<file path="src/rtl/ram_1r1w_arbiter_if.sv">
`default_nettype none
// ============================================================================
// Module  : ram_1r1w_arbiter_if
// Brief   : Client request/response bundle plus RAM-side port for the arbiter.
// Revision: 1.0 - initial release
// ============================================================================
interface ram_1r1w_arbiter_if #(
   parameter int AW = 10,
   parameter int DW = 16
);
   logic [1:0]      wr_valid;
   logic [1:0]      wr_ready;
   logic [2*AW-1:0] wr_addr;
   logic [2*DW-1:0] wr_data;
   logic [1:0]      rd_valid;
   logic [1:0]      rd_ready;
   logic [2*AW-1:0] rd_addr;
   logic [1:0]      rsp_valid;
   logic [DW-1:0]   rsp_data;
   logic            ram_ena;
   logic [AW-1:0]   ram_addra;
   logic [DW-1:0]   ram_dia;
   logic            ram_enb;
   logic [AW-1:0]   ram_addrb;
   logic [DW-1:0]   ram_dob;

   // Clients plus the RAM instance on one side.
   modport master (
      output wr_valid, wr_addr, wr_data, rd_valid, rd_addr, ram_dob,
      input  wr_ready, rd_ready, rsp_valid, rsp_data,
      input  ram_ena, ram_addra, ram_dia, ram_enb, ram_addrb
   );

   // The arbiter itself.
   modport slave (
      input  wr_valid, wr_addr, wr_data, rd_valid, rd_addr, ram_dob,
      output wr_ready, rd_ready, rsp_valid, rsp_data,
      output ram_ena, ram_addra, ram_dia, ram_enb, ram_addrb
   );
endinterface
`default_nettype wire

</file>
<file path="src/rtl/ram_1r1w_arbiter.sv">
`default_nettype none
// ============================================================================
// Module  : ram_1r1w_arbiter
// Brief   : Two-client round-robin arbiter for a 1R1W RAM with tagged reads.
// Revision: 1.0 - initial release
// ============================================================================
module ram_1r1w_arbiter #(
   parameter int AW     = 10,
   parameter int DW     = 16,
   parameter int BYPASS = 1
) (
   input  logic               clk,
   input  logic               rst,
   ram_1r1w_arbiter_if.slave  bus
);
   localparam bit c_bypass_en = (BYPASS != 0);

   logic          r_wptr;
   logic          r_rptr;
   logic [1:0]    r_rsp_tag;
   logic          r_byp_sel;
   logic [DW-1:0] r_byp_data;

   logic [1:0]    w_wr_gnt;
   logic [1:0]    w_rd_gnt;
   logic          w_coll;

   // Grants are gated by rst so nothing is accepted during a reset cycle.
   always_comb begin
      w_wr_gnt = 2'b00;
      w_rd_gnt = 2'b00;
      if (!rst) begin
         w_wr_gnt[0] = bus.wr_valid[0] & (~bus.wr_valid[1] | ~r_wptr);
         w_wr_gnt[1] = bus.wr_valid[1] & (~bus.wr_valid[0] |  r_wptr);
         w_rd_gnt[0] = bus.rd_valid[0] & (~bus.rd_valid[1] | ~r_rptr);
         w_rd_gnt[1] = bus.rd_valid[1] & (~bus.rd_valid[0] |  r_rptr);
      end
   end

   assign bus.wr_ready = w_wr_gnt;
   assign bus.rd_ready = w_rd_gnt;
   assign bus.ram_ena  = |(bus.wr_valid & w_wr_gnt);
   assign bus.ram_enb  = |(bus.rd_valid & w_rd_gnt);

   always_comb begin
      bus.ram_addra = '0;
      bus.ram_dia   = '0;
      bus.ram_addrb = '0;
      if (w_wr_gnt[0]) begin
         bus.ram_addra = bus.wr_addr[0 +: AW];
         bus.ram_dia   = bus.wr_data[0 +: DW];
      end else if (w_wr_gnt[1]) begin
         bus.ram_addra = bus.wr_addr[AW +: AW];
         bus.ram_dia   = bus.wr_data[DW +: DW];
      end
      if (w_rd_gnt[0]) begin
         bus.ram_addrb = bus.rd_addr[0 +: AW];
      end else if (w_rd_gnt[1]) begin
         bus.ram_addrb = bus.rd_addr[AW +: AW];
      end
   end

   assign w_coll = bus.ram_ena & bus.ram_enb & (bus.ram_addra == bus.ram_addrb);

   always_ff @(posedge clk) begin
      if (rst) begin
         r_wptr     <= 1'b0;
         r_rptr     <= 1'b0;
         r_rsp_tag  <= 2'b00;
         r_byp_sel  <= 1'b0;
         r_byp_data <= '0;
      end else begin
         if (&bus.wr_valid) r_wptr <= ~r_wptr;
         if (&bus.rd_valid) r_rptr <= ~r_rptr;
         r_rsp_tag  <= w_rd_gnt;
         r_byp_sel  <= c_bypass_en & w_coll;
         r_byp_data <= bus.ram_dia;
      end
   end

   // Response lines up with the RAM's one-cycle registered read.
   assign bus.rsp_valid = r_rsp_tag;
   assign bus.rsp_data  = r_byp_sel ? r_byp_data : bus.ram_dob;
endmodule
`default_nettype wire

</file>
<file path="src/flat_wrapper.sv">
// flat-port wrapper written by rule: the top's interface ports become plain ports
module ram_1r1w_arbiter_flat 
#(
   parameter int AW     = 10,
   parameter int DW     = 16,
   parameter int BYPASS = 1
)
  (clk, rst, bus_wr_valid, bus_wr_addr, bus_wr_data, bus_rd_valid, bus_rd_addr, bus_ram_dob, bus_wr_ready, bus_rd_ready, bus_rsp_valid, bus_rsp_data, bus_ram_ena, bus_ram_addra, bus_ram_dia, bus_ram_enb, bus_ram_addrb);
  ram_1r1w_arbiter_if #(.AW(AW), .DW(DW)) bus_i ();
  input  logic clk;
  input  logic rst;
  input wire logic [$bits(bus_i.wr_valid)-1:0] bus_wr_valid;
  input wire logic [$bits(bus_i.wr_addr)-1:0] bus_wr_addr;
  input wire logic [$bits(bus_i.wr_data)-1:0] bus_wr_data;
  input wire logic [$bits(bus_i.rd_valid)-1:0] bus_rd_valid;
  input wire logic [$bits(bus_i.rd_addr)-1:0] bus_rd_addr;
  input wire logic [$bits(bus_i.ram_dob)-1:0] bus_ram_dob;
  output wire logic [$bits(bus_i.wr_ready)-1:0] bus_wr_ready;
  output wire logic [$bits(bus_i.rd_ready)-1:0] bus_rd_ready;
  output wire logic [$bits(bus_i.rsp_valid)-1:0] bus_rsp_valid;
  output wire logic [$bits(bus_i.rsp_data)-1:0] bus_rsp_data;
  output wire logic [$bits(bus_i.ram_ena)-1:0] bus_ram_ena;
  output wire logic [$bits(bus_i.ram_addra)-1:0] bus_ram_addra;
  output wire logic [$bits(bus_i.ram_dia)-1:0] bus_ram_dia;
  output wire logic [$bits(bus_i.ram_enb)-1:0] bus_ram_enb;
  output wire logic [$bits(bus_i.ram_addrb)-1:0] bus_ram_addrb;
  assign bus_i.wr_valid = bus_wr_valid;
  assign bus_i.wr_addr = bus_wr_addr;
  assign bus_i.wr_data = bus_wr_data;
  assign bus_i.rd_valid = bus_rd_valid;
  assign bus_i.rd_addr = bus_rd_addr;
  assign bus_i.ram_dob = bus_ram_dob;
  assign bus_wr_ready = bus_i.wr_ready;
  assign bus_rd_ready = bus_i.rd_ready;
  assign bus_rsp_valid = bus_i.rsp_valid;
  assign bus_rsp_data = bus_i.rsp_data;
  assign bus_ram_ena = bus_i.ram_ena;
  assign bus_ram_addra = bus_i.ram_addra;
  assign bus_ram_dia = bus_i.ram_dia;
  assign bus_ram_enb = bus_i.ram_enb;
  assign bus_ram_addrb = bus_i.ram_addrb;
  ram_1r1w_arbiter #(.AW(AW), .DW(DW), .BYPASS(BYPASS)) u_core (.clk(clk), .rst(rst), .bus(bus_i));
endmodule
</file>
<file path="config.mk">
export PLATFORM = sky130hd
export DESIGN_NAME = ram_1r1w_arbiter_flat
export DESIGN_NICKNAME = d
export VERILOG_FILES = /design/src/rtl/ram_1r1w_arbiter_if.sv /design/src/rtl/ram_1r1w_arbiter.sv /design/src/flat_wrapper.sv
export SDC_FILE = /design/constraint.sdc
export NUM_CORES = 1
export LEC_CHECK = 0
export ABC_CLOCK_PERIOD_IN_PS = 1900
export CAP_MARGIN = 20
export CORE_ASPECT_RATIO = 0.8
export CORE_UTILIZATION = 45
export CTS_CLUSTER_SIZE = 8
export DETAILED_ROUTE_END_ITERATION = 8
export DONT_BUFFER_PORTS = 1
export GPL_TIMING_DRIVEN = 0
export MAX_ROUTING_LAYER = met4
export PLACE_DENSITY_LB_ADDON = 0.2
export SLEW_MARGIN = 20
export SYNTH_ARGS = -nofsm -noshare
export SYNTH_HDL_FRONTEND = slang
export SYNTH_SLANG_ARGS = --single-unit
</file>
<file path="constraint.sdc">
create_clock -name clk -period 1.9 [get_ports clk]
set_clock_uncertainty 0.15 [all_clocks]
set_input_delay 0.285 -clock clk [delete_from_list [all_inputs] [get_ports clk]]
set_output_delay 0.285 -clock clk [all_outputs]
set_load 0.05 [all_outputs]
</file>
; ---- After elaboration in Yosys (flattened, before gate mapping)
; Index checks and enable logic that the tools add are counted.
[op_classes]
bitwise = 18
mux = 9
eq_ne = 1
reduce_logical = 4
[ops]
columns = cell, count
row1 = $mux 16, 3
row2 = $mux 10, 4
row3 = $eq 10x10->1, 1
row4 = $and 1x1->1, 6
row5 = $not 1->1, 6
row6 = $and 2x2->2, 2
row7 = $mux 2, 2
row8 = $or 1x1->1, 4
row9 = $reduce_and 2->1, 2
row10 = $reduce_or 2->1, 2
[totals]
regBits = 21
output_inout_bits = 60

; ---- Longest topological paths before layout
[logic_depth]
depth_word = 8
mapped_depth = 7
depth_no_buf = 6

; ---- Worst setup path after synthesis
; Ideal clock, no wire load.
[synth_timing]
kind = register to output
startpoint = reg u_core.r_wptr
endpoint = out bus_ram_dia[10]
stages_incl_launch_ff = 7
slack_ns = -0.203
arrival_time_ns = 1.668
path_cell_list = dfxtp_1 -> nand2b_4 -> buf_6 -> nand2_1 -> nor2_2 -> buf_2 -> a22o_1
[synth_via]
elab_chain_cells = 5
elab_cells_between_ends = 8
[synth_lines]
columns = item, line
row1 = "start, declared", ram_1r1w_arbiter.sv:18  ; logic r_wptr;
row2 = "start signal, assigned", ram_1r1w_arbiter.sv:73  ; if (&bus.wr_valid) r_wptr <= ~r_wptr;
row3 = $or 1x1->1, ram_1r1w_arbiter.sv:34  ; w_wr_gnt[1] = bus.wr_valid[1] & (~bus.wr_valid[0] | r_wptr);
row4 = $and 1x1->1, ram_1r1w_arbiter.sv:34
row5 = $mux 2, ram_1r1w_arbiter.sv:32  ; if (!rst) begin
row6 = named net bus_wr_ready[1], flat_wrapper.sv:18  ; output wire logic [$bits(bus_i.wr_ready)-1:0] bus_wr_ready;
row7 = $mux 16, ram_1r1w_arbiter.sv:52  ; end else if (w_wr_gnt[1]) begin
row8 = $mux 16, ram_1r1w_arbiter.sv:49  ; if (w_wr_gnt[0]) begin
row9 = "end, declared", flat_wrapper.sv:24  ; output wire logic [$bits(bus_i.ram_dia)-1:0] bus_ram_dia;
; The timed path passes the listed nets, and every way through them passes these cells.

; ---- Final worst setup path
[layout_timing]
startpoint = reg u_core.r_wptr
endpoint = out bus_ram_dia[7]
; Same word-level chain as after synthesis.

==> key figures <==
Clock network
  – CTS clk-pin slew, worst paths: 0.08 ns
  – CTS tree: built
  – Clock sinks: 21
  – Skew-Pair Late Insertion Delay: 0.26 ns
  – CTS buffer count: 3
  – Clock Tree Buf Depth: 2
  – H-tree depth: 1
  – CTS root buf: clkbuf_8

STA
  – Final hold vios: 0
  – Setup violators final: 9
  – Crit share post-route: 106%
  – Fmax: about 500 MHz
  – Slew @ Worst Pin: 0.914 ns
  – Fin. max-slew vios: 0
  – Max-slew headroom: 38.8%
  – Sum of negative setup slack: -0.896 ns
  – RSZ-0062 raised after global routing: true
  – Post-layout minimum cycle time: 2.01 ns
  – Setup WS post-layout: -0.107 ns

Finish
  – Design Area, Final: 0.00216 mm^2
  – Fin util: 68.9%
  – Share of cells above drive strength 1: 50.3%
  – Final net count: 280
  – # diodes: 0
  – Area grow syn2layout: 44.8%
  – Final non-filler cell total: approximately 230

Setup path
  – Max incr delay on CP: 0.34 ns
  – Worst setup SP type: register
  – CP delay by family, top: buffers and inverters
  – Crit Path Category: reg -> out
  – Worst EP arrival: 1.57 ns
  – Most common cell on crit path: buf_6
  – CP max-delay cell: dfxtp_2
  – CP Max Fanout: 6
  – Cell Chain, Critical Path: nand2b_4 > buf_6 > nand2_4 > nor2_4 > buf_6 > buf_12 > a22o_4
  – Required time of the worst setup path: 1.46 ns
  – Crit path buf inv count: 3
  – Setup crit end kind: output port
  – R2R cell count: 7
  – Crit. path cell count: 7

Pwr
  – Sw frac: between 40% and 50%
  – Register share of total power: 32.9%
  – Power per cell area: 691 mW/mm^2
  – P_sw: 0.648 mW
  – Leakage power: 0.810 nW
  – Design Power: roughly 1.5 mW
  – Int Pwr: between 0.8 and 0.9 mW
  – Comb pwr share: 47.8%
  – Clock share of power: 19.3%
  – Max IR drop VDD: 0.430 mV

Yosys
  – EDFF count, synth: 0
  – Yosys reg bits: 21
  – Most used DFF post-synth: dfxtp_1
  – Post-synth cell types: 22
  – Ys Warns: 0
  – Post-synth ARST share: 0%
  – Syn Nets: 258
  – Syn Area/Cell: 9.09 um^2
  – Seq/Total Area, Yosys: 28.2%
  – Syn Inst Count: 164
  – Synth Cell Area: roughly 0.0015 mm^2

Floorplan
  – Initial Utilization: 47.6%
  – IO Count: approximately 150
  – Area of the core: 0.00313 mm^2
  – Die height: 53.5 um
  – Die Width: around 66 um
  – Full die area: 0.00355 mm^2
  – Core Rows: 18

Outcome
  – Violated checks: setup timing
  – Run status: finished, violations left

Routing
  – Average wire per standard cell: 22.0 um
  – Post-route ant nets: 0
  – Starting DRT DRC Count: 22
  – First-pass DRT Iterations: 4
  – Drt total wl: 4960 um
  – # DRC: 0
  – Vias post-DR: 1492
  – Vias/cell: 6.63

GRT
  – Overflow after GRT: 0
  – Initial antenna violation count: 0
  – Vias in the first global route: 1434
  – Global-route wire length before repair: 6850 um
  – Largest net degree at the start of global routing: 13
  – Gr usage total: between 20% and 30%

Hold path
  – Hold Crit Class: in -> reg
  – Hold Path Stages: 1

Placement
  – Cells after DPL: 204
  – Port-buffer cells: 0
  – Placer Congestion: 0.754
  – Dpl hpwl: 3370 um
  – Post-Place Cell Area: 0.00161 mm^2

Flow run
  – Max Cap Viol: 0
-- flip-flops by register name (all words and copies together), names as in the netlist --
name and count:
u_core.r_byp_data 16, u_core.bus.rsp_valid 2, u_core.r_byp_sel 1, u_core.r_rptr 1, u_core.r_wptr 1
-- final cells by class --
type                    instances  area, um^2
repair buffers                 19         215
clock buffers                   3        41.3
plain buffers                  16         141
flip-flops and latches         21         424
multi-input cells             125        1280
fillers                       244         972
clock inverters                 1        5.00
well taps                      40        50.0
-- cells by family after synthesis --
kind of cell / after synthesis / share of synthesized area, %
AND/OR/NAND/NOR: 43 / 13.3
buffers and inverters: 18 / 7.30
multiplexers: 16 / 12.1
AO/OA/AOI/OAI: 54 / 32.1
flip-flops: 21 / 28.2
XOR/XNOR: 12 / 7.05
-- synthesized netlist by cell type (all sizes together) (3+ instances only) --
cell   instances  area (um^2)
mux2          16          180
nor2          29          111
dfxtp         21          420
a32oi         20          175
buf           17          105
xnor2         10         87.6
nor2b          3         18.8
nand2          4         15.0
a22o          32          280
-- power groups by stage --
stage / clock network, mW / registers (mW) / logic, mW
2_1_floorplan: 0 / 0.496 / 0.535
3_3_place_gp: 0 / 0.498 / 0.572
3_5_place_dp: 0 / 0.499 / 0.578
4_1_cts: 0.299 / 0.489 / 0.700
5_1_grt: 0.312 / 0.493 / 0.742
6_report: 0.288 / 0.490 / 0.712
-- cell usage in the layout (no fill, tap or decap), drive strengths merged --
cell type	n
a21boi	2
a22o	32
a32oi	20
buf	25
bufbuf	1
clkbuf	3
clkinv	1
dfxtp	21
dlygate4sd3	9
mux2	16
nand2	4
nand2b	2
nand3	1
nand4	2
nor2	29
nor2b	3
nor3	2
xnor2	10
xor2	2
-- stage by stage --
step / hold WS (ns) / setup WS (ns)
floorplan: 0.260 / 0.0383
global placement: 0.262 / -0.122
detailed placement: 0.265 / -0.142
CTS: 0.000403 / -0.0991
global route: 0.00152 / -0.150
finish: 0.00478 / -0.107
-- worst paths after layout --
check / start / end / slack (ns)
hold reg to reg: u_core.r_rptr / u_core.r_rptr / 0.39
setup / recovery: u_core.r_wptr / bus_ram_dia[7] / -0.11
setup reg to reg: u_core.r_rptr / u_core.r_byp_sel / 0.03
hold / removal: bus_wr_data[14] / u_core.r_byp_data[14] / 0.005
-- routing by layer --
metal	track usage (%)	part of all wire, %
met3	6.68	8.3
met5	-	0
met2	48.6	52
met1	30.7	39
met4	4.26	0.40
-- what timing repair did --
action | 4_1_cts | 5_1_grt
hold buffers | 9 | 0
gates resized for setup | 55 | 8
hold endpoints to repair | 9 | 0
cloned | 3 | 0
pin swaps | 4 | 15
endpoints found under the setup margin | 50 | 41
buffers inserted | 6 | 1
Note: power is estimated with default switching activity, not from simulation.
